**config.mk**
```make
export PLATFORM = sky130hd
export DESIGN_NAME = hazard3_rr_arbiter
export DESIGN_NICKNAME = d
export VERILOG_FILES = /design/src/rtl/hazard3_rr_arbiter_pkg.sv /design/src/rtl/hazard3_onehot_priority.sv /design/src/rtl/hazard3_rr_arbiter.sv
export SDC_FILE = /design/constraint.sdc
export NUM_CORES = 1
export LEC_CHECK = 0
export CAP_MARGIN = 20
export CORE_AREA = 2 2 39 41
export DETAILED_ROUTE_END_ITERATION = 10
export DIE_AREA = 0 0 41 43
export GPL_TIMING_DRIVEN = 0
export SYNTH_ARGS = -nofsm -noshare
export SYNTH_HDL_FRONTEND = slang
export SYNTH_SLANG_ARGS = --single-unit
export TNS_END_PERCENT = 10
```
**constraint.sdc**
```tcl
create_clock -name clk -period 2.4 [get_ports clk]
set_input_delay 0.36 -clock clk [delete_from_list [all_inputs] [get_ports clk]]
set_output_delay 0.36 -clock clk [all_outputs]
set_load 0.01 [all_outputs]
```
**src/rtl/hazard3_rr_arbiter_pkg.sv**
```systemverilog
// Shared sizing helpers for the round-robin arbiter slice.
package hazard3_rr_arbiter_pkg;

  // Binary index width; a single requester still needs one bit.
  function automatic int idx_w(input int n);
    return (n > 1) ? $clog2(n) : 1;
  endfunction

endpackage

```
**src/rtl/hazard3_onehot_priority.sv**
```systemverilog
// One-hot priority selector: keeps only the lowest (or highest) set bit of req.
module hazard3_onehot_priority #(
  parameter int W_REQ        = 4,
  parameter bit HIGHEST_WINS = 1'b0
) (
  input  logic [W_REQ-1:0] req,
  output logic [W_REQ-1:0] gnt
);

  // seen[k] = some bit earlier in scan order is set
  logic [W_REQ:0] seen;
  assign seen[0] = 1'b0;

  for (genvar k = 0; k < W_REQ; k++) begin : g_scan
    localparam int J = HIGHEST_WINS ? (W_REQ - 1 - k) : k;
    assign gnt[J]    = req[J] & ~seen[k];
    assign seen[k+1] = seen[k] | req[J];
  end

endmodule

```
**src/rtl/hazard3_rr_arbiter.sv**
```systemverilog
// Registered round-robin arbiter: one-hot grant held until done, priority rotates past last owner.
module hazard3_rr_arbiter
  import hazard3_rr_arbiter_pkg::*;
#(
  parameter int W_REQ = 4,
  parameter int W_IDX = idx_w(W_REQ)
) (
  input  logic             clk,
  input  logic             rst,
  input  logic [W_REQ-1:0] req,
  input  logic             done,
  input  logic             lock,
  output logic [W_REQ-1:0] gnt,
  output logic [W_IDX-1:0] gnt_idx,
  output logic             busy
);

  logic [W_IDX-1:0] ptr;
  logic [W_REQ-1:0] ones;
  logic [W_REQ-1:0] mask;
  logic [W_REQ-1:0] masked;
  logic [W_REQ-1:0] sel_masked;
  logic [W_REQ-1:0] sel_all;
  logic [W_REQ-1:0] winner;
  logic [W_IDX-1:0] winner_idx;
  logic             arb;

  assign ones   = '1;
  // Bits strictly above the last owner; ptr never exceeds W_REQ-1 so no underflow.
  assign mask   = ~(ones >> (W_IDX'(W_REQ - 1) - ptr));
  assign masked = req & mask;

  hazard3_onehot_priority #(.W_REQ(W_REQ), .HIGHEST_WINS(1'b0)) u_pri_masked (
    .req (masked),
    .gnt (sel_masked)
  );

  hazard3_onehot_priority #(.W_REQ(W_REQ), .HIGHEST_WINS(1'b0)) u_pri_all (
    .req (req),
    .gnt (sel_all)
  );

  assign winner = (|masked) ? sel_masked : sel_all;

  always_comb begin
    winner_idx = '0;
    for (int i = 0; i < W_REQ; i++)
      if (winner[i]) winner_idx = winner_idx | W_IDX'(i);
  end

  // Arbitrate when idle, or when the owner finishes without locking.
  assign arb = ~busy | (done & ~lock);

  always_ff @(posedge clk) begin
    if (rst) begin
      gnt     <= '0;
      gnt_idx <= '0;
      ptr     <= W_IDX'(W_REQ - 1);
    end else if (arb) begin
      gnt     <= winner;
      gnt_idx <= winner_idx;
      if (|req) ptr <= winner_idx;
    end
  end

  assign busy = |gnt;

endmodule

```
* Word-level counts from Yosys, hierarchy flattened *
Index checks and enable logic that the tools add are counted.

cells by class
  $add $sub $neg = 1
  shifts and indexed selects = 1
  mux-type cells = 4
  bitwise logic cells = 22
  reductions and logical operators = 4

operator list
  operator             number
  $reduce_or 4->1      3
  $not 1->1            8
  $and 1x1->1          7
  $or 1x1->1           5
  $and 4x4->4          1
  $mux 2               2
  $mux 4               1
  $not 4->4            1
  $shr 4x2->4 const A  1
  $reduce_and 2->1     1
  $sub 2x2->2 const A  1
  $mux 1               1

word-level totals
  register bits after elaboration = 8
  input port bits = 8
  output and inout bits = 7
  logic and storage cells = 35

* Depth between registers and ports, before layout *
  depth in word-level cells = 12
  mapped depth = 4
  gate-level depth less buffers = 4

* Hierarchy *
From an unflattened synthesis, not the netlist that was laid out.

second synthesis, totals
  cell total of the unflattened synthesis = 66
  area, all modules = 538.0 sq um

by module, submodules not included
  module                   instances  cells each  area each (sq um)  seq. area each (sq um)
  hazard3_rr_arbiter       1          58          465.4              160.2
  hazard3_onehot_priority  2          4           36.3               0.0

* Worst setup path after synthesis *
Ideal clock, no wire load.

  kind = register to register
  from = register gnt[0]
  to = register ptr[1]
  setup time = 0.139 ns
  arrival time = 1.335 ns
  required time = 2.261 ns
  setup slack = 0.926 ns
  stages on the path, launching flop included = 5
  path buffers = 0
  period minus slack after synthesis = 1.474 ns
  cells stage by stage = dfxtp_1 -> or4_4 -> a22o_1 -> nor2_1 -> a32oi_1

on the way
  word-level cells in the longest chain between the ends = 4

RTL lines
  item                               RTL line                  RTL
  from (decl)                        hazard3_rr_arbiter.sv:13  output logic [W_REQ-1:0] gnt,
  from (signal assigned)             hazard3_rr_arbiter.sv:60  gnt <= winner;
  $reduce_or 4->1                    hazard3_rr_arbiter.sv:66  assign busy = |gnt;
  net busy                           hazard3_rr_arbiter.sv:15  output logic busy
  $not 1->1                          hazard3_rr_arbiter.sv:52  assign arb = ~busy | (done & ~lock);
  $or 1x1->1                         hazard3_rr_arbiter.sv:52
  $reduce_and 2->1 (no source line)  --
  to (signal assigned)               hazard3_rr_arbiter.sv:58  ptr <= W_IDX'(W_REQ - 1);
  to (signal assigned)               hazard3_rr_arbiter.sv:62  if (|req) ptr <= winner_idx;
  to (decl)                          hazard3_rr_arbiter.sv:18  logic [W_IDX-1:0] ptr;

The timed path passes the listed nets, and every way through them passes these cells.
A chain may end at the register's enable or synchronous reset.

* Worst setup path in the final report *
  from = register gnt[0]
  to = output port busy

on the way
  word-level cells in the longest chain between the ends = 1

RTL lines
  item             RTL line
  $reduce_or 4->1  hazard3_rr_arbiter.sv:66
  to (decl)        hazard3_rr_arbiter.sv:15

Every way passes these cells.

==> flow_metrics.py <==
metrics = {
    "drt": {
        "ant_nets": 0,
        "drt_wl_total_um": 1023,
        "drcViolationCount": 0,
        "dr.first_iter.drc_count": 7,
        "drtPass1Iterations": 2,
        "wl_per_cell_um": 11.90,
        "viasPerCell": 5.023,
        "vias": 432,
    },
    "timing": {
        "worst_slack_ps": 419.2,
        "max_freq_mhz": 504.8,
        "slew_violations": 0,
        "skew_ps": 1.291,
        "period_minus_slack_ps": 1981,
        "rsz0062_at_grt": "no",
        "hold_viol_final": 0,
        "relSlewSlack": 0.7182,
        "setup_viol": 0,
        "min_period_over_period": 0.8253,
        "worst_pin_slew_ps": 422.7,
        "fin_setup_tns_ps": 0,
    },
    "clocking": {
        "root_buffer": "clkbuf_4",
        "clkLatencyLatePin_ps": 250,
        "htreeDepth": 1,
        "numCtsBuffers": 3,
        "cts_tree": "built",
        "cts.clk_slew.worst_paths_ps": 60,
        "clock_sinks": 8,
        "cts_resized": 0,
        "postCtsSetupBuffers": 0,
        "cts_hold_buf": 0,
        "cts.path.max_buffers": 2,
    },
    "yosys": {
        "ys_ff_latch": 8,
        "synth_nets": 62,
        "ys_seq_area_frac": 0.3668,
        "syn_area_sq_um": 436.7,
        "synthCells": 54,
        "synth_cell_type_count": 23,
        "synth.avg_cell_area_sq_um": 8.086,
        "yosysWarnings": 0,
    },
    "global_route": {
        "grt_start_max_net_pins": 10,
        "grt_use_total": 0.1423,
        "grt_antenna_before_repair": 0,
        "grt.overflow.total": 0,
        "grt_pass1_vias": 384,
        "grt_pass1_wl_um": 1676,
    },
    "pwr": {
        "clkPwrFrac": 0.181,
        "share_comb_of_total_power": 0.460,
        "cell_internal_pwr_uw": 364.6,
        "swShare": 0.3574,
        "p_seq_frac": 0.360,
        "p_leak_nw": 0.2496,
        "power_density_nw_per_um2": 931.1,
        "vdd_drop_max_uv": 343.2,
        "netSwitchingPower_uw": 202.8,
    },
    "setup_path": {
        "endpoint_kind": "primary output",
        "path_class": "reg2out",
        "cp.arrival_ps": 1620,
        "cp_max_fo": 3,
        "start_kind": "flip-flop",
        "cp.required_ps": 2040,
        "worstReg2RegStart": "gnt[0]",
        "critical_path.startpoint": "gnt[0]",
    },
    "job": {
        "maxCapViolations": 0,
    },
    "final_layout": {
        "syn2layout_area_growth_pct": 39.54,
        "post-route-util": 0.4403,
        "fillCellCount": 152,
        "final_nets": 80,
        "seq_area_sq_um": 160.2,
        "most-common-layout-cells": "13 x clkdlybuf4s50_1, 8 x dfxtp_1, 7 x nor2_1, 6 x a21oi_1",
        "multi_input_area_sq_um": 257.7,
        "drive_above_1_share": 0.1143,
        "final_common_cell": "clkdlybuf4s50_1",
        "fin_area_sq_um": 609.3,
        "diodes": 0,
    },
    "die": {
        "die_area_sq_um": 1763,
        "die_w_um": 41,
        "io_pins": 15,
        "fp-row-count": 14,
        "start_util": 0.3156,
        "fp.coreArea_sq_um": 1384,
        "die_height_um": 43,
    },
    "place": {
        "io_buffers": 13,
        "dp_slack_ps": 520.3,
        "gp_congestion": 0.7303,
        "place_area_sq_um": 586.8,
        "dp_hpwl_um": 729.1,
    },
    "status": {
        "status": "completed",
    },
    "hold_path": {
        "hold_class": "reg2reg",
        "worstHoldStart": "gnt[3]",
    },
}
==> logic make-up after synthesis <==
logic type / Yosys count / synth area share
AOI/OAI and AO/OA: 21 / 0.3525
buffers and inverters: 5 / 0.04296
DFF: 8 / 0.3668
and+or+nand+nor: 20 / 0.2378
==> power by group through the flow <==
stage	logic, mW	clock network [mW]	registers, mW
after floorplan	0.148	0	0.213
after global placement	0.259	0	0.207
after detailed placement	0.261	0	0.207
after CTS	0.263	0.105	0.205
after global routing	0.289	0.109	0.212
final	0.261	0.103	0.204
==> state kept, by name, summed over array words and instances, names as in the netlist <==
| register | cells |
|---|---|
| ptr | 2 |
| gnt | 4 |
| gnt_idx | 2 |
==> per-stage QoR <==
| step | instances | hold slack [ps] | total power, mW |
|---|---|---|---|
| after floorplan | 54 | 491.8 | 0.3614 |
| after global placement | 83 | 465.5 | 0.4663 |
| after detailed placement | 83 | 466.6 | 0.4681 |
| after CTS | 86 | 474.2 | 0.5726 |
| after global routing | 86 | 501.4 | 0.6102 |
| final | 86 | 475.4 | 0.5674 |
==> routing by layer <==
metal  vias up  wire, um  global-route usage
met1       191       535              0.2059
met3         2        48             0.01571
li1        232         -                   -
met2         7       430              0.1875
met4         0         9              0.1000
met5         -         0                   0
==> critical path: stages (launching register included) <==
cell,delay (ps)
dfxtp_1,320
or4_4,560
clkdlybuf4s50_1,490
==> final timing paths <==
path | cells past startpoint | slack (ps) | end
min reg2reg | 2 | 480 | gnt[3]
max | 2 | 420 | busy
min | 2 | 480 | gnt[3]
max reg2reg | 4 | 920 | ptr[1]
==> synth_stat cells (all sizes together) <==
master	count	area (sq um)
a22o	1	8.760
a21oi	7	38.79
o221ai	1	8.760
a32oi	2	17.52
o211a	2	20.02
inv	4	15.01
nor2b	2	12.51
nand2b	3	18.77
o21ai	4	20.02
buf	1	3.750
or4	1	11.26
o2bb2ai	1	8.760
a211oi	1	7.510
nor2	8	32.54
a311oi	1	15.01
nand2	5	21.27
nor3b	1	7.510
dfxtp	8	160.2
o2111ai	1	8.760
==> cell type report <==
cell class,instances,area share
inverters,4,0.02464
clock buffers,3,0.03696
multi-input cells,41,0.4230
well taps,16,0.03285
plain buffers,1,0.006160
repair buffers,13,0.2136
flip-flops and latches,8,0.2628
Note: power is estimated with default switching activity, not from simulation.
